File: src/rtl/tmr_scrub_pkg.sv
// Shared types and helpers for the TMR scrub controller: FSM states, majority vote, popcount.
`ifndef TMR_SCRUB_PKG_SV
`define TMR_SCRUB_PKG_SV

// Bitwise majority of three equal-width vectors; a macro keeps it width-generic.
`define TMR_MAJ3(a, b, c) (((a) & (b)) | ((a) & (c)) | ((b) & (c)))

package tmr_scrub_pkg;

    typedef enum logic [1:0] {
        IDLE = 2'd0,
        REQ  = 2'd1,
        HOLD = 2'd2
    } state_t;

    localparam int NUM_COPIES = 3;

    function automatic logic [1:0] popcount3(input logic [2:0] m);
        return {1'b0, m[0]} + {1'b0, m[1]} + {1'b0, m[2]};
    endfunction

endpackage

`endif

File: src/rtl/tmr_sat_counter.sv
// Saturating up-counter with synchronous clear; clear wins but a coincident increment still lands.
module tmr_sat_counter #(
    parameter int CNT_W = 8
) (
    input  logic             clk,
    input  logic             rstn,
    input  logic             inc,
    input  logic             clr,
    output logic [CNT_W-1:0] cnt
);

    localparam logic [CNT_W-1:0] CNT_MAX = '1;

    always_ff @(posedge clk or negedge rstn) begin
        if (!rstn) begin
            cnt <= '0;
        end else if (clr) begin
            cnt <= inc ? CNT_W'(1) : '0;
        end else if (inc && (cnt != CNT_MAX)) begin
            cnt <= cnt + CNT_W'(1);
        end
    end

endmodule

File: src/rtl/tmr_scrub_ctrl.sv
// Votes a triplicated register, flags disagreeing copies, and requests a write-back
// of the voted value through a valid/ready handshake while counting upsets per copy.
module tmr_scrub_ctrl
    import tmr_scrub_pkg::*;
#(
    parameter int WIDTH    = 8,
    parameter int CNT_W    = 8,
    parameter int HOLD_CYC = 4
) (
    input  logic             clk,
    input  logic             rstn,
    input  logic [WIDTH-1:0] in_a,
    input  logic [WIDTH-1:0] in_b,
    input  logic [WIDTH-1:0] in_c,
    output logic [WIDTH-1:0] voted,
    output logic             scrub_valid,
    input  logic             scrub_ready,
    output logic [WIDTH-1:0] scrub_data,
    output logic [2:0]       scrub_mask,
    output logic [CNT_W-1:0] err_cnt_a,
    output logic [CNT_W-1:0] err_cnt_b,
    output logic [CNT_W-1:0] err_cnt_c,
    output logic             multi_err,
    input  logic             cnt_clr
);

    localparam int HOLD_W = $clog2(HOLD_CYC + 1);

    state_t            state;
    state_t            next_state;
    logic [2:0]        mis;
    logic              detect;
    logic              handshake;
    logic [HOLD_W-1:0] hold_cnt;

    assign voted = `TMR_MAJ3(in_a, in_b, in_c);

    assign mis[0] = |(in_a ^ voted);
    assign mis[1] = |(in_b ^ voted);
    assign mis[2] = |(in_c ^ voted);

    assign detect      = (state == IDLE) && (|mis);
    assign handshake   = (state == REQ) && scrub_ready;
    assign scrub_valid = (state == REQ);

    always_ff @(posedge clk or negedge rstn) begin
        if (!rstn) begin
            state <= IDLE;
        end else begin
            state <= next_state;
        end
    end

    always_comb begin
        next_state = state;
        case (state)
            IDLE: if (|mis) next_state = REQ;
            REQ:  if (scrub_ready) next_state = HOLD;
            HOLD: if (hold_cnt == HOLD_W'(1)) next_state = IDLE;
            default: next_state = IDLE;
        endcase
    end

    // Leaving HOLD on the edge where the count reaches zero gives HOLD_CYC cycles of blanking.
    always_ff @(posedge clk or negedge rstn) begin
        if (!rstn) begin
            hold_cnt <= '0;
        end else if (handshake) begin
            hold_cnt <= HOLD_W'(HOLD_CYC);
        end else if (state == HOLD) begin
            hold_cnt <= hold_cnt - HOLD_W'(1);
        end
    end

    always_ff @(posedge clk or negedge rstn) begin
        if (!rstn) begin
            scrub_data <= '0;
            scrub_mask <= '0;
        end else if (detect) begin
            scrub_data <= voted;
            scrub_mask <= mis;
        end
    end

    always_ff @(posedge clk or negedge rstn) begin
        if (!rstn) begin
            multi_err <= 1'b0;
        end else if (cnt_clr) begin
            multi_err <= detect && (popcount3(mis) >= 2'd2);
        end else if (detect && (popcount3(mis) >= 2'd2)) begin
            multi_err <= 1'b1;
        end
    end

    tmr_sat_counter #(.CNT_W(CNT_W)) u_cnt_a (
        .clk  (clk),
        .rstn (rstn),
        .inc  (detect && mis[0]),
        .clr  (cnt_clr),
        .cnt  (err_cnt_a)
    );

    tmr_sat_counter #(.CNT_W(CNT_W)) u_cnt_b (
        .clk  (clk),
        .rstn (rstn),
        .inc  (detect && mis[1]),
        .clr  (cnt_clr),
        .cnt  (err_cnt_b)
    );

    tmr_sat_counter #(.CNT_W(CNT_W)) u_cnt_c (
        .clk  (clk),
        .rstn (rstn),
        .inc  (detect && mis[2]),
        .clr  (cnt_clr),
        .cnt  (err_cnt_c)
    );

endmodule

File: config.mk
export PLATFORM = sky130hd
export DESIGN_NAME = tmr_scrub_ctrl
export DESIGN_NICKNAME = d
export VERILOG_FILES = /design/src/rtl/tmr_scrub_pkg.sv /design/src/rtl/tmr_sat_counter.sv /design/src/rtl/tmr_scrub_ctrl.sv
export SDC_FILE = /design/constraint.sdc
export NUM_CORES = 1
export LEC_CHECK = 0
export BUFFER_PORTS_ARGS = -buffer_cell sky130_fd_sc_hd__buf_2
export CAP_MARGIN = 25
export CORE_MARGIN = 2
export CORE_UTILIZATION = 57
export DETAILED_ROUTE_END_ITERATION = 12
export PLACE_DENSITY = 0.85
export SYNTH_ARGS = -nofsm -noshare
export SYNTH_HDL_FRONTEND = slang
export SYNTH_SLANG_ARGS = --single-unit
export TNS_END_PERCENT = 10
File: constraint.sdc
create_clock -name clk -period 4.6 [get_ports clk]
set_input_delay 1.38 -clock clk [delete_from_list [all_inputs] [get_ports clk]]
set_output_delay 1.38 -clock clk [all_outputs]
set_load 0.1 [all_outputs]
==> impl_metrics.toml <==
[synth]
synthFlopType = "dfrtp_1"
ys_seq_area_frac = 0.3662
syn_area_mm2 = 0.002801
synth_nets = 324
synth_edf_count = 0
ys_ff_latch = 41
synthArstFlopShare = 1.000
avgSynthCellArea_um2 = 9.660
synth_warnings = 0
syn_inst = 290
ys_types = 53

[grt]
antenna_found_initial = 0
grt_pass1_vias = 2362
grt_max_degree = 42
grt_pass1_wl_mm = 10.38
overflow = 0
grt_usage = 0.2397

[sta]
slew_headroom = 0.3911
fin_crit_sh = 0.7961
fin_skew_ps = 6.939
max_freq_mhz = 273.1
finalSetupViolCount = 0
final_hold_viol_count = 0
rsz0062_at_grt = "false"
drv_slew = 0
final.setup.tns_ps = 0
min_period_ps = 3662
worstMarginPinSlew_ps = 913.4

[routing]
drt_iter0_drc = 160
drcViolationCount = 0
first_pass_iters = 4
routedWlPerCell_um = 14.23
ant_nets = 0
vias = 2472
wirelength_mm = 6.118
via_per_inst = 5.749

[cts]
cts.clk_slew.worst_paths_ps = 80
ctsHoldBuffers = 0
cts_setup_buffers = 0
cts_root_buffer = "clkbuf_8"
htreeDepth = 2
tritoncts = "done"
clk-insertion-delay-late_ps = 290
cts_buffers = 5
cts_num_sinks = 41
cts.repair.resized = 0
clock_path_buffers = 2

[setup_path]
timing.rr.end = "u_cnt_a.cnt[7]$_DFFE_PN0P_"
reg2regPathDepth = 5
worstPathMaxFanout = 7
crit_path_end_kind = "primary output"
start_kind = "input port"
reg2reg_slack_ps = 2580
r2r-start = "state[1]$_DFFE_PN0P_"
crit_required_ps = 3220
worstSetupPathType = "input port to primary output"
arrival_ps = 2280

[floorplanning]
core_area_mm2 = 0.004723
die-height_um = 74.11
initial_core_util = 0.5931
boundaryPins = 73
rows = 25
fp.dieW_um = 74.11
dieArea_mm2 = 0.005492

[power]
power_density_mw_per_mm2 = 635.6
peakVddDrop_mv = 0.5078
p_leak_nw = 1.506

[layout]
multi_input_area_mm2 = 0.001662
drive_gt1_frac = 0.2948
fill_cells = 374
regArea_mm2 = 0.001026
design_area_mm2 = 0.003327
final_nets = 396
area_growth_pct = 18.76
n_antenna_cell = 0

[min_path]
worstHoldStart = "scrub_data[0]$_DFFE_PN0P_"
hold_depth = 1
holdPathEnd = "scrub_data[0]$_DFFE_PN0P_"
hold_path.class = "register to register"

[placement]
place_area_mm2 = 0.003207
hpwlAfterDp_mm = 4.512
gp_congestion = 0.8150
port_buffers = 72

[job]
cap_violations = 0

[run_status]
outcome = "complete, no violations"
==> worst max-delay path, stage by stage <==
cell and delay [ps]:
buf_2 140, a21oi_1 90, nor2_1 200, buf_2 470
==> placed cells by master (no fill, tap or decap), types with 8 or more instances in the layout <==
cell	instances
a21oi_1	24
buf_2	72
dfrtp_1	41
inv_1	16
nand2_1	12
nand2b_1	8
nand3b_1	13
nor2_1	28
nor2b_1	10
o21a_1	8
o21ai_0	9
or3b_1	14
==> worst max-delay path by stage <==
| stage | cells past startpoint | endpoint | start | slack, ps |
|---|---|---|---|---|
| final | 4 | voted[4] | in_b[4] | 940 |
| after global routing | 4 | voted[4] | in_b[4] | 890 |
| after CTS | 4 | voted[4] | in_b[4] | 940 |
| after detailed placement | 4 | voted[4] | in_b[4] | 950 |
| after global placement | 4 | voted[2] | in_c[2] | 1000 |
| after floorplan | 2 | voted[6] | in_c[6] | 480 |
==> routing by layer <==
metal,wire length (µm),track usage,part of all wire
met1,2737,0.3048,0.45
met2,3038,0.4167,0.50
met3,279,0.04878,0.046
met4,62,0.06465,0.010
met5,0,0,0
==> per-stage QoR <==
stage	power, mW	worst slack (ps)	util	hold WS (ps)	cells
3_5_place_dp	1.815	948.9	0.6789	469.6	422
4_1_cts	2.125	944.6	0.7044	488.2	430
2_1_floorplan	1.608	478.8	-	497.3	290
3_3_place_gp	1.792	998.3	0.6789	465.4	422
5_1_grt	2.222	885.6	0.7044	511.3	430
6_report	2.115	938.0	0.7044	483.4	430
==> Yosys cell counts, types with 3 or more instances <==
cell,instances,area share
nand4_2,3,0.013
and4_1,4,0.013
o21bai_1,3,0.0080
o21a_1,8,0.021
nand4_1,6,0.013
o21ai_1,5,0.0089
a21oi_1,24,0.043
mux2_4,7,0.038
mux2_1,5,0.020
dfrtp_1,41,0.37
o41ai_1,3,0.0094
nand3b_1,13,0.035
nand3_1,7,0.013
or3b_1,14,0.044
nor2b_1,10,0.022
or4_1,4,0.011
or3_1,6,0.013
ha_1,6,0.027
nand2b_1,8,0.018
o21ai_0,9,0.016
inv_1,16,0.021
o22ai_1,3,0.0067
o2111ai_2,4,0.021
nor2_1,28,0.038
clkbuf_1,5,0.0067
nand2_1,12,0.016
==> kinds of logic (layout without fill, tap and decap cells) <==
family                     count (synthesis)  in the layout  synth area share
buffers and inverters                     25             98           0.04064
adders and majority gates                  6              6           0.02680
and+or+nand+nor                          127            127            0.2903
DFF                                       41             41            0.3662
AOI/OAI and AO/OA                         76             76            0.2072
muxes                                     15             15           0.06878
==> power by group <==
part	total (mW)	switching [mW]	internal, mW
sequential	0.552	0.0923	0.460
clock	0.302	0.126	0.176
combinational	1.26	0.973	0.287
==> cell type report <==
| type | instances | area share |
|---|---|---|
| Tap cell | 67 | 0.02520 |
| Inverter | 16 | 0.01805 |
| Sequential cell | 41 | 0.3084 |
| Clock inverter | 2 | 0.01128 |
| Timing Repair Buffer | 74 | 0.1128 |
| Clock buffer | 6 | 0.02482 |
| Multi-Input combinational cell | 224 | 0.4994 |
==> flip-flops by register name (all words and copies together) (netlist names) <==
signal	cells
scrub_data	8
u_cnt_a.cnt	8
u_cnt_b.cnt	8
u_cnt_c.cnt	8
hold_cnt	3
scrub_mask	3
state	2
multi_err	1
Note: power is estimated with default switching activity, not from simulation.
